==> src/rtl/drum_sequencer_pkg.sv <==
// Shared constants, slot-sweep state encoding and pattern helpers for the drum sequencer.
package drum_sequencer_pkg;

  localparam int N_VOICES  = 3;
  localparam int STEPS     = 16;
  localparam int STEP_W    = 4;
  localparam int SEL_W     = 2;
  localparam int TEMPO_W   = 26;
  localparam int PAT_W     = N_VOICES * STEPS;
  localparam int PAT_IDX_W = $clog2(PAT_W);

  // Bit v*STEPS+s set means voice v fires on step s.
  localparam logic [PAT_W-1:0] PAT_INIT = 48'h5555_1010_0101;

  localparam int KICK  = 0;
  localparam int SNARE = 1;
  localparam int HAT   = 2;

  // One state per ROM slot; the slot order is the voice order.
  typedef enum logic [1:0] {
    SL_IDLE  = 2'd0,
    SL_KICK  = 2'd1,
    SL_SNARE = 2'd2,
    SL_HAT   = 2'd3
  } slot_state_t;

  // Gather the fire bits of every voice for one step.
  function automatic logic [N_VOICES-1:0] pattern_column(input logic [PAT_W-1:0]  pat,
                                                         input logic [STEP_W-1:0] s);
    logic [N_VOICES-1:0]  col;
    logic [PAT_IDX_W-1:0] idx;
    col = '0;
    for (int v = 0; v < N_VOICES; v++) begin
      idx    = PAT_IDX_W'(v * STEPS) + PAT_IDX_W'(s);
      col[v] = pat[idx];
    end
    return col;
  endfunction

endpackage

==> src/rtl/drum_sequencer_if.sv <==
// Control and output bundle between the user controls and the sequencer.
interface drum_sequencer_if;
  import drum_sequencer_pkg::*;

  logic                play;
  logic [TEMPO_W-1:0]  tempo_div;
  logic                pat_we;
  logic [SEL_W-1:0]    pat_voice;
  logic [STEP_W-1:0]   pat_step;
  logic                pat_bit;
  logic                sample_tick;
  logic                ovr_clr;

  logic [N_VOICES-1:0] go;
  logic [N_VOICES-1:0] en;
  logic [SEL_W-1:0]    rom_sel;
  logic                slot_valid;
  logic [STEP_W-1:0]   step;
  logic                beat;
  logic                tick_overrun;

  modport master (
    output play, tempo_div, pat_we, pat_voice, pat_step, pat_bit, sample_tick, ovr_clr,
    input  go, en, rom_sel, slot_valid, step, beat, tick_overrun
  );

  modport slave (
    input  play, tempo_div, pat_we, pat_voice, pat_step, pat_bit, sample_tick, ovr_clr,
    output go, en, rom_sel, slot_valid, step, beat, tick_overrun
  );

endinterface

==> src/rtl/drum_sequencer_slot_scheduler.sv <==
// Round-robin ROM slot sweep: one en slot per voice after each accepted sample tick,
// with a sticky flag for ticks that land mid-sweep.
module drum_sequencer_slot_scheduler
  import drum_sequencer_pkg::*;
(
  input  logic                clk,
  input  logic                resetn,
  input  logic                sample_tick,
  input  logic                ovr_clr,
  input  logic [N_VOICES-1:0] go_mask,
  output logic [N_VOICES-1:0] en,
  output logic [SEL_W-1:0]    rom_sel,
  output logic                slot_valid,
  output logic                tick_overrun
);

  slot_state_t         state;
  slot_state_t         state_nxt;
  logic                accept;
  logic                overrun_hit;
  logic [N_VOICES-1:0] en_d;
  logic [SEL_W-1:0]    sel_d;
  logic                valid_d;

  // Sweep state and registered slot outputs; a voice restarting this edge loses its
  // advance slot, but the slot itself is still reported as owned.
  always_ff @(posedge clk or negedge resetn) begin
    if (!resetn) begin
      state      <= SL_IDLE;
      en         <= '0;
      rom_sel    <= '0;
      slot_valid <= 1'b0;
    end else begin
      state      <= state_nxt;
      en         <= en_d & ~go_mask;
      rom_sel    <= sel_d;
      slot_valid <= valid_d;
    end
  end

  // Next sweep state: a tick restarts the sweep only from idle or from the last slot.
  always_comb begin
    accept      = sample_tick && (state == SL_IDLE || state == SL_HAT);
    overrun_hit = sample_tick && !accept;
    state_nxt   = SL_IDLE;
    if (accept) begin
      state_nxt = SL_KICK;
    end else begin
      case (state)
        SL_KICK:  state_nxt = SL_SNARE;
        SL_SNARE: state_nxt = SL_HAT;
        default:  state_nxt = SL_IDLE;
      endcase
    end
  end

  // Slot decode of the upcoming state, registered above.
  always_comb begin
    en_d    = '0;
    sel_d   = '0;
    valid_d = 1'b0;
    case (state_nxt)
      SL_KICK: begin
        en_d[KICK] = 1'b1;
        sel_d      = SEL_W'(KICK);
        valid_d    = 1'b1;
      end
      SL_SNARE: begin
        en_d[SNARE] = 1'b1;
        sel_d       = SEL_W'(SNARE);
        valid_d     = 1'b1;
      end
      SL_HAT: begin
        en_d[HAT] = 1'b1;
        sel_d     = SEL_W'(HAT);
        valid_d   = 1'b1;
      end
      default: begin
        en_d    = '0;
        sel_d   = '0;
        valid_d = 1'b0;
      end
    endcase
  end

  // Sticky overrun flag; a new overrun wins over a clear in the same cycle.
  always_ff @(posedge clk or negedge resetn) begin
    if (!resetn) begin
      tick_overrun <= 1'b0;
    end else if (overrun_hit) begin
      tick_overrun <= 1'b1;
    end else if (ovr_clr) begin
      tick_overrun <= 1'b0;
    end
  end

endmodule

==> src/rtl/drum_sequencer.sv <==
// 16-step, 3-voice drum pattern sequencer: tempo divider, step counter, pattern store,
// go/beat pulse generation, and the shared-ROM slot scheduler.
module drum_sequencer
  import drum_sequencer_pkg::*;
(
  input  logic             clk,
  input  logic             resetn,
  drum_sequencer_if.slave  ctl
);

  logic [PAT_W-1:0]     pattern;
  logic [TEMPO_W-1:0]   div_cnt;
  logic [TEMPO_W-1:0]   div_nxt;
  logic [TEMPO_W-1:0]   div_max;
  logic [STEP_W-1:0]    step_q;
  logic [STEP_W-1:0]    step_nxt;
  logic                 play_d;
  logic                 play_rise;
  logic                 step_hit;
  logic                 beat_q;
  logic                 beat_nxt;
  logic [N_VOICES-1:0]  go_q;
  logic [N_VOICES-1:0]  go_nxt;
  logic                 pat_wr;
  logic [PAT_IDX_W-1:0] pat_idx;

  // A tempo of 0 runs one step per cycle. The compare is >= so that shrinking tempo_div
  // below the running count fires at the next compare instead of wrapping the counter.
  assign div_max   = (ctl.tempo_div == '0) ? TEMPO_W'(1) : ctl.tempo_div;
  assign play_rise = ctl.play & ~play_d;
  assign step_hit  = ctl.play & (div_cnt >= div_max - TEMPO_W'(1));
  assign pat_wr    = ctl.pat_we & (ctl.pat_voice < SEL_W'(N_VOICES));
  assign pat_idx   = PAT_IDX_W'(ctl.pat_voice) * PAT_IDX_W'(STEPS) + PAT_IDX_W'(ctl.pat_step);

  // Step sequencing: restart on play rise, advance on divider compare, hold while paused.
  // go reads the pattern register before any same-cycle write lands.
  always_comb begin
    step_nxt = step_q;
    div_nxt  = div_cnt;
    go_nxt   = '0;
    beat_nxt = 1'b0;
    if (play_rise) begin
      step_nxt = '0;
      div_nxt  = '0;
      go_nxt   = pattern_column(pattern, '0);
      beat_nxt = 1'b1;
    end else if (step_hit) begin
      step_nxt = step_q + STEP_W'(1);
      div_nxt  = '0;
      go_nxt   = pattern_column(pattern, step_nxt);
      beat_nxt = (step_nxt == '0);
    end else if (ctl.play) begin
      div_nxt  = div_cnt + TEMPO_W'(1);
    end
  end

  // Step/tempo state and the registered go/beat pulses.
  always_ff @(posedge clk or negedge resetn) begin
    if (!resetn) begin
      play_d  <= 1'b0;
      step_q  <= '0;
      div_cnt <= '0;
      go_q    <= '0;
      beat_q  <= 1'b0;
    end else begin
      play_d  <= ctl.play;
      step_q  <= step_nxt;
      div_cnt <= div_nxt;
      go_q    <= go_nxt;
      beat_q  <= beat_nxt;
    end
  end

  // Pattern store; writes to voices beyond the last one are dropped.
  always_ff @(posedge clk or negedge resetn) begin
    if (!resetn) begin
      pattern <= PAT_INIT;
    end else if (pat_wr) begin
      pattern[pat_idx] <= ctl.pat_bit;
    end
  end

  assign ctl.go   = go_q;
  assign ctl.step = step_q;
  assign ctl.beat = beat_q;

  drum_sequencer_slot_scheduler u_slots (
    .clk          (clk),
    .resetn       (resetn),
    .sample_tick  (ctl.sample_tick),
    .ovr_clr      (ctl.ovr_clr),
    .go_mask      (go_nxt),
    .en           (ctl.en),
    .rom_sel      (ctl.rom_sel),
    .slot_valid   (ctl.slot_valid),
    .tick_overrun (ctl.tick_overrun)
  );

endmodule

==> src/flat_wrapper.sv <==
// flat-port wrapper written by rule: the top's interface ports become plain ports
module drum_sequencer_flat import drum_sequencer_pkg::*;
  (clk, resetn, ctl_play, ctl_tempo_div, ctl_pat_we, ctl_pat_voice, ctl_pat_step, ctl_pat_bit, ctl_sample_tick, ctl_ovr_clr, ctl_go, ctl_en, ctl_rom_sel, ctl_slot_valid, ctl_step, ctl_beat, ctl_tick_overrun);
  drum_sequencer_if ctl_i ();
  input  logic clk;
  input  logic resetn;
  input wire logic [$bits(ctl_i.play)-1:0] ctl_play;
  input wire logic [$bits(ctl_i.tempo_div)-1:0] ctl_tempo_div;
  input wire logic [$bits(ctl_i.pat_we)-1:0] ctl_pat_we;
  input wire logic [$bits(ctl_i.pat_voice)-1:0] ctl_pat_voice;
  input wire logic [$bits(ctl_i.pat_step)-1:0] ctl_pat_step;
  input wire logic [$bits(ctl_i.pat_bit)-1:0] ctl_pat_bit;
  input wire logic [$bits(ctl_i.sample_tick)-1:0] ctl_sample_tick;
  input wire logic [$bits(ctl_i.ovr_clr)-1:0] ctl_ovr_clr;
  output wire logic [$bits(ctl_i.go)-1:0] ctl_go;
  output wire logic [$bits(ctl_i.en)-1:0] ctl_en;
  output wire logic [$bits(ctl_i.rom_sel)-1:0] ctl_rom_sel;
  output wire logic [$bits(ctl_i.slot_valid)-1:0] ctl_slot_valid;
  output wire logic [$bits(ctl_i.step)-1:0] ctl_step;
  output wire logic [$bits(ctl_i.beat)-1:0] ctl_beat;
  output wire logic [$bits(ctl_i.tick_overrun)-1:0] ctl_tick_overrun;
  assign ctl_i.play = ctl_play;
  assign ctl_i.tempo_div = ctl_tempo_div;
  assign ctl_i.pat_we = ctl_pat_we;
  assign ctl_i.pat_voice = ctl_pat_voice;
  assign ctl_i.pat_step = ctl_pat_step;
  assign ctl_i.pat_bit = ctl_pat_bit;
  assign ctl_i.sample_tick = ctl_sample_tick;
  assign ctl_i.ovr_clr = ctl_ovr_clr;
  assign ctl_go = ctl_i.go;
  assign ctl_en = ctl_i.en;
  assign ctl_rom_sel = ctl_i.rom_sel;
  assign ctl_slot_valid = ctl_i.slot_valid;
  assign ctl_step = ctl_i.step;
  assign ctl_beat = ctl_i.beat;
  assign ctl_tick_overrun = ctl_i.tick_overrun;
  drum_sequencer u_core (.clk(clk), .resetn(resetn), .ctl(ctl_i));
endmodule
==> config.mk <==
export PLATFORM = sky130hd
export DESIGN_NAME = drum_sequencer_flat
export DESIGN_NICKNAME = d
export VERILOG_FILES = /design/src/rtl/drum_sequencer_pkg.sv /design/src/rtl/drum_sequencer_if.sv /design/src/rtl/drum_sequencer_slot_scheduler.sv /design/src/rtl/drum_sequencer.sv /design/src/flat_wrapper.sv
export SDC_FILE = /design/constraint.sdc
export NUM_CORES = 1
export LEC_CHECK = 0
export BUFFER_PORTS_ARGS = -buffer_cell sky130_fd_sc_hd__buf_2
export CORE_UTILIZATION = 54
export CTS_CLUSTER_SIZE = 40
export DETAILED_ROUTE_END_ITERATION = 16
export HOLD_SLACK_MARGIN = 0.12
export PLACE_DENSITY = 0.77
export SKIP_LAST_GASP = 1
export SLEW_MARGIN = 20
export SYNTH_ARGS = -nofsm -noshare
export SYNTH_HDL_FRONTEND = slang
export SYNTH_SLANG_ARGS = --single-unit
export TNS_END_PERCENT = 5
==> constraint.sdc <==
create_clock -name clk -period 2.4 [get_ports clk]
set_input_delay 0.24 -clock clk [delete_from_list [all_inputs] [get_ports clk]]
set_output_delay 0.24 -clock clk [all_outputs]
set_load 0.01 [all_outputs]
== After elaboration in Yosys (flattened, before gate mapping) ==
Index checks and enable logic that the tools add are counted.

* Register bits after elaboration: 92
* Bits in latches: 0
* RAM bits: 0
* Bits in read-only memories: 0
* Input port bits: 39
* Output and inout bits: 15
* Word-level logic and storage cells: 76
* Memories kept: 0

* $add $sub $neg: 6
* Multiply operators: 0
* Div/mod/pow operators: 0
* Magnitude comparators: 7
* Equal/unequal tests: 6
* Shift operators: 0
* Multiplexer cells: 28
* Bitwise gates (word level): 6
* Reduce and logical (&&, ||, !) cells: 12

{| class="wikitable"
|+ Operator list
! cell !! count
|-
| $mux W26 || 4
|-
| $bwmux W48 || 1
|-
| $add A26 B1 Y26 const B || 1
|-
| $ge A26 B26 Y1 || 1
|-
| $logic_not A26 Y1 || 1
|-
| $sub A26 B1 Y26 const B || 1
|-
| $lt A6 B7 Y1 const B || 3
|-
| $bmux W1 S6 || 2
|-
| $mux W1 || 12
|-
| $eq A2 B2 Y1 const B || 4
|-
| $mux W4 || 2
|-
| $pmux W2 S2 || 2
|-
| $lt A4 B7 Y1 const B || 1
|-
| $add A5 B4 Y6 const A || 1
|-
| $add A6 B4 Y6 || 1
|-
| $add A6 B4 Y6 const A || 1
|-
| $demux W1 S6 || 1
|-
| $ge A6 B1 Y1 const B || 1
|-
| $mux W3 || 2
|-
| $add A4 B1 Y4 const B || 1
|-
| $bmux W1 S4 || 1
|-
| $eq A2 B1 Y1 const B || 2
|-
| $logic_not A4 Y1 || 1
|-
| $reduce_bool A2 Y1 || 2
|-
| 12 further kinds || 16
|}

== Longest topological paths before layout ==
* Depth after elaboration: 9
* Mapped depth: 19
* Mapped depth without buffers: 17

== Cells and area by module ==
A second synthesis with hierarchy kept.

* Cell total of the unflattened synthesis: 568
* Area, all modules: 5689.2 um^2

{| class="wikitable"
|+ Modules (own cells, without submodules)
! module !! times used !! cells an instance !! area an instance (um^2) !! sequential area each (um^2)
|-
| drum_sequencer || 1 || 546 || 5376.4 || 2092.0
|-
| drum_sequencer_slot_scheduler || 1 || 22 || 312.8 || 225.2
|}

== Worst setup path before layout ==
OpenSTA, ideal clock, no wires.

* Path kind: input-to-reg
* From: in ctl_tempo_div[9]
* To: reg u_core.div_cnt[16]
* Setup time: 0.132 ns
* Data arrival time: 4.334 ns
* Required time: 2.268 ns
* Setup slack: -2.065 ns
* Cell stages on the path: 19
* Buffers on the path: 2
* Cells stage by stage: or4_4 or4_4 nor4_1 a21oi_1 ha_1 nand2b_1 or2_1 or3_4 nor3_2 xnor2_1 ha_1 nand4_1 nor4_1 nand2_1 and4_1 clkbuf_1 a31oi_2 clkbuf_1 nor2_1

* Cells in the longest elaborated chain, start to end: 7
* Elaborated cells between the ends (all ways): 8
* Those cells by class: 1 x add/sub; 1 x order compare; 3 x mux; 1 x bitwise; 2 x reduce/logical

{| class="wikitable"
|+ Ends and longest elaborated chain
! element !! RTL line !! text
|-
| start, declared || flat_wrapper.sv:8 || <nowiki>input wire logic [$bits(ctl_i.tempo_div)-1:0] ctl_tempo_div;</nowiki>
|-
| $logic_not A26 Y1 || drum_sequencer.sv:29 || <nowiki>assign div_max = (ctl.tempo_div == '0) ? TEMPO_W'(1) : ctl.tempo_div;</nowiki>
|-
| $mux W26 * || drum_sequencer.sv:29 ||
|-
| $sub A26 B1 Y26 * || drum_sequencer.sv:31 || <nowiki>assign step_hit = ctl.play & (div_cnt >= div_max - TEMPO_W'(1));</nowiki>
|-
| $ge A26 B26 Y1 * || drum_sequencer.sv:31 ||
|-
| $and A1 B1 Y1 * || drum_sequencer.sv:31 ||
|-
| $mux W26 || drum_sequencer.sv:47 || <nowiki>end else if (step_hit) begin</nowiki>
|-
| $mux W26 || drum_sequencer.sv:42 || <nowiki>if (play_rise) begin</nowiki>
|-
| end signal, assigned || drum_sequencer.sv:68 || <nowiki>div_cnt <= div_nxt;</nowiki>
|-
| end, declared || drum_sequencer.sv:12 || <nowiki>logic [TEMPO_W-1:0] div_cnt;</nowiki>
|}

Every way passes the cells marked *; elsewhere a longest branch is shown, timed or not.
A chain may end at the register's enable or synchronous reset.

== Final worst setup path ==
* From: in ctl_tempo_div[9]
* To: reg u_core.div_cnt[4]

The elaborated chain is that of the path after synthesis.

==> results.sh <==
export IMPL_status="finished, violations left"
export IMPL_violations="negative setup slack"
export IMPL_grt_usage_pct=25.4
export IMPL_path_clk_slew_ns=0.09
export IMPL_cts_tree="built"
export IMPL_syn_to_final_growth_pct=21.3
export IMPL_fmax_mhz=247
export IMPL_timing_final_crit_share_pct=169
export IMPL_dr_pass1_iters=4
export IMPL_worst_slack_ns=-1.65
export IMPL_synth_top_area_share_pct=35.3
export IMPL_htree_levels=3
export IMPL_crit_end="u_core.div_cnt[4]$_DFFE_PN0P_"
export IMPL_synth_seq_cells=92
export IMPL_routed_wirelength_microns=13200
export IMPL_grt_pass1_vias=4802
export IMPL_max_vdd_ir_drop_mv=0.455
export IMPL_r2r_end="u_core.ctl.step[3]$_DFFE_PN0P_"
export IMPL_p_comb_share_pct=24.2
export IMPL_end_kind="register"
export IMPL_worst_setup_path_start_kind="input port"
export IMPL_dp_cells=793
export IMPL_drive_above_1_share_pct=34.6
export IMPL_finalNetCount=743
export IMPL_synthFlopType="dfrtp_1"
export IMPL_dieArea_sq_mm=0.0109
export IMPL_setup_violations_final=37
export IMPL_synth_xor_area_share_pct=6.49
export IMPL_max_cap_violations=0
export IMPL_synth_warning_count=0
export IMPL_drc_errors=0
export IMPL_core_area_sq_mm=0.0102
export IMPL_viasPerCell=5.71
export IMPL_overflow=0
export IMPL_final_max_slew_viol_count=0
export IMPL_synthMuxAreaShare_pct=14.7
export IMPL_cts_buffers=9
export IMPL_rr_worst_depth=6
export IMPL_crit_required_ns=2.64
export IMPL_cts_num_sinks=92
export IMPL_dp_hpwl_microns=9760
export IMPL_drtIter0Drc=272
export IMPL_avgSynthCellArea_sq_um=10.3
export IMPL_synth_top_family_by_area="simple AND/OR/NAND/NOR gates"
export IMPL_p_switching_uw=1120
export IMPL_power_density_mw_per_mm2=564
export IMPL_grt_first_pass_wirelength_microns=22100
export IMPL_antenna_found_initial=0
export IMPL_reg2reg_from="u_core.div_cnt[7]$_DFFE_PN0P_"
export IMPL_wire_per_inst_microns=16.2
export IMPL_finalNonFillerCells=813
export IMPL_synth_async_reset_ratio_pct=100
export IMPL_ys_seq_area_share_pct=40.9
export IMPL_fin_crit_ns=4.05
export IMPL_synth_area_top_cells="dfrtp_1 (35%), mux2_2 (9.7%), ha_1 (7.1%)"
export IMPL_arrival_ns=4.29
export IMPL_synth_edff_count=0
export IMPL_antenna_left=0
export IMPL_cp_startpoint="ctl_tempo_div[9]"
export IMPL_maxSlewHeadroom_pct=52.6
export IMPL_swShare_pct=28.9
export IMPL_clock_root_buffer="clkbuf_8"
export IMPL_vias=4646
export IMPL_port_buffers=53
export IMPL_skew_ns=0.00834
export IMPL_clkLatencyLatePin_ns=0.36
export IMPL_synth_top_area_cell="dfrtp_1"
export IMPL_final_hold_violation_count=0
export IMPL_die_w_microns=104
export IMPL_setup_tns_ns=-57.47
export IMPL_die_h_microns=104
export IMPL_cellLeakagePower_uw=0.00312
export IMPL_syn_num_nets=622
export IMPL_ff2ff_setup_slack_ns=-0.11
export IMPL_gp_congestion=0.819
export IMPL_start_util_pct=55.4
export IMPL_rows=37
export IMPL_netlist_instances=551
export IMPL_rsz0062_at_grt="yes"
export IMPL_hold_path_depth=3
export IMPL_synthAdderAreaFrac_pct=7.07
export IMPL_crit_type="in -> reg"
export IMPL_p_int_uw=2750
export IMPL_seqPwrFrac_pct=48.3
export IMPL_syn_area_sq_mm=0.00566
export IMPL_num_io_pins=54
export IMPL_power_frac_clock_pct=27.6
export IMPL_synth_compound_area_share_pct=7.51
export IMPL_min_path_type="in -> reg"
export IMPL_path_max_fanout=5
export IMPL_synth_simple_area_share_pct=21.1
export IMPL_synth_cell_types=56
export IMPL_worst_pin_slew_ns=0.711
export IMPL_antenna_cells=0
export IMPL_grt_max_degree=49
export IMPL_clock_path_buffers=2
==> placed cells by master, fill, tap and decap left out, types with 7 or more instances in the layout <==
cell type / netlist / layout
dfrtp_1: 80 / 80
buf_4: 0 / 73
nand2_1: 66 / 66
nor2_1: 62 / 62
buf_2: 1 / 52
mux2_2: 49 / 49
ha_1: 32 / 32
xnor2_1: 31 / 31
nor3_1: 22 / 22
nand3_1: 18 / 18
a21oi_1: 14 / 14
inv_1: 13 / 13
mux4_2: 12 / 12
dfstp_2: 12 / 12
xor2_1: 11 / 11
nand4_1: 11 / 11
clkbuf_8: 0 / 11
a221o_1: 7 / 7
==> synth_stat cells, drive strengths merged (5+ instances only) <==
master and number:
dfrtp 80, nand2 66, nor2 62, mux2 49
ha 32, xnor2 31, nor3 24, clkbuf 19
nand3 18, a21oi 14, inv 13, dfstp 12
mux4 12, nand4 11, xor2 11, nor4 9
o21ai 8, a221o 7, nor4b 6, a22o 5
and3 5, or4 5
==> routing by layer <==
metal / track usage (%) / wire (microns)
met2: 45.1 / 6790
met3: 3.20 / 483
met4: 10.9 / 312
met1: 31.0 / 5610
met5: 0 / 0
==> cell families (layout without fill, tap and decap cells) <==
logic type      after synthesis  in the layout
compound gates               54             54
xor+xnor                     42             42
fa+ha+maj                    32             32
buf+inv                      34            160
flops                        92             92
mux                          62             62
simple gates                235            235
==> flip-flops by register name, indices dropped and copies added, names as in the netlist, 2 cells and up <==
register / cells
u_core.div_cnt: 26
u_core.ctl.go: 3
u_core.u_slots.en: 3
u_core.u_slots.state: 2
u_core.ctl.step: 4
u_core.u_slots.rom_sel: 2
u_core.pattern: 48
==> per-stage QoR <==
| step | util (%) | hold slack, ns | power (uW) | setup slack, ns | cell area, sq um |
|---|---|---|---|---|---|
| floorplan | - | -0.0556 | 2430 | -1.83 | 5680 |
| global route | 67.2 | 0.153 | 4060 | -1.83 | 6870 |
| CTS | 67.2 | 0.146 | 3900 | -1.65 | 6870 |
| detailed placement | 64.6 | 0.225 | 2830 | -2.14 | 6610 |
| global placement | 64.6 | 0.226 | 2780 | -2.02 | 6610 |
| finish | 67.2 | 0.165 | 3870 | -1.65 | 6870 |
==> how the worst min path moves through the flow <==
stage | start | to | slack (ns)
after global routing | ctl_ovr_clr | u_core.u_slots.tick_overrun$_DFFE_PN0P_ | 0.15
after floorplan | resetn | u_core.ctl.beat$_DFF_PN0_ | -0.06
after CTS | ctl_ovr_clr | u_core.u_slots.tick_overrun$_DFFE_PN0P_ | 0.15
after global placement | resetn | u_core.div_cnt[18]$_DFFE_PN0P_ | 0.23
final | ctl_ovr_clr | u_core.u_slots.tick_overrun$_DFFE_PN0P_ | 0.17
after detailed placement | resetn | u_core.div_cnt[20]$_DFFE_PN0P_ | 0.23
==> critical path, stage by stage <==
cell and delay [ns]:
buf_2 0.11, or4_4 0.53, or4_4 0.43, nor4_2 0.25, a21oi_1 0.12, ha_1 0.20, nand2b_1 0.09, or2_1 0.12
or3_4 0.16, nor2_1 0.06, xnor2_1 0.12, ha_1 0.28, nand4_1 0.14, nor4_2 0.34, and4_1 0.29, o41a_1 0.27
buf_6 0.14, nor3_1 0.07, a221o_1 0.32
==> cell type report <==
cell class | count | area (sq um)
Clock buffer | 13 | 159
Clock inverter | 3 | 45.0
Fill cell | 789 | 3360
Inverter | 13 | 48.8
Multi-Input combinational cell | 425 | 3240
Sequential cell | 92 | 2320
Tap cell | 136 | 170
Timing Repair Buffer | 131 | 890
==> timing repair <==
action,in CTS,in global routing
cloned,0,0
setup buffers,1,0
endpoints found under the setup margin,37,37
pin swaps,4,3
hold endpoints to repair,35,0
gates resized for setup,4,0
hold buffers,3,0
==> power by group through the flow <==
| stage | clock network, uW | registers, uW | logic [uW] |
|---|---|---|---|
| 2_1_floorplan | 0 | 1910 | 525 |
| 3_3_place_gp | 0 | 1880 | 895 |
| 3_5_place_dp | 0 | 1900 | 928 |
| 4_1_cts | 1090 | 1870 | 941 |
| 5_1_grt | 1150 | 1890 | 1030 |
| 6_report | 1070 | 1870 | 937 |
No activity file was read; power rests on OpenSTA's default activity.
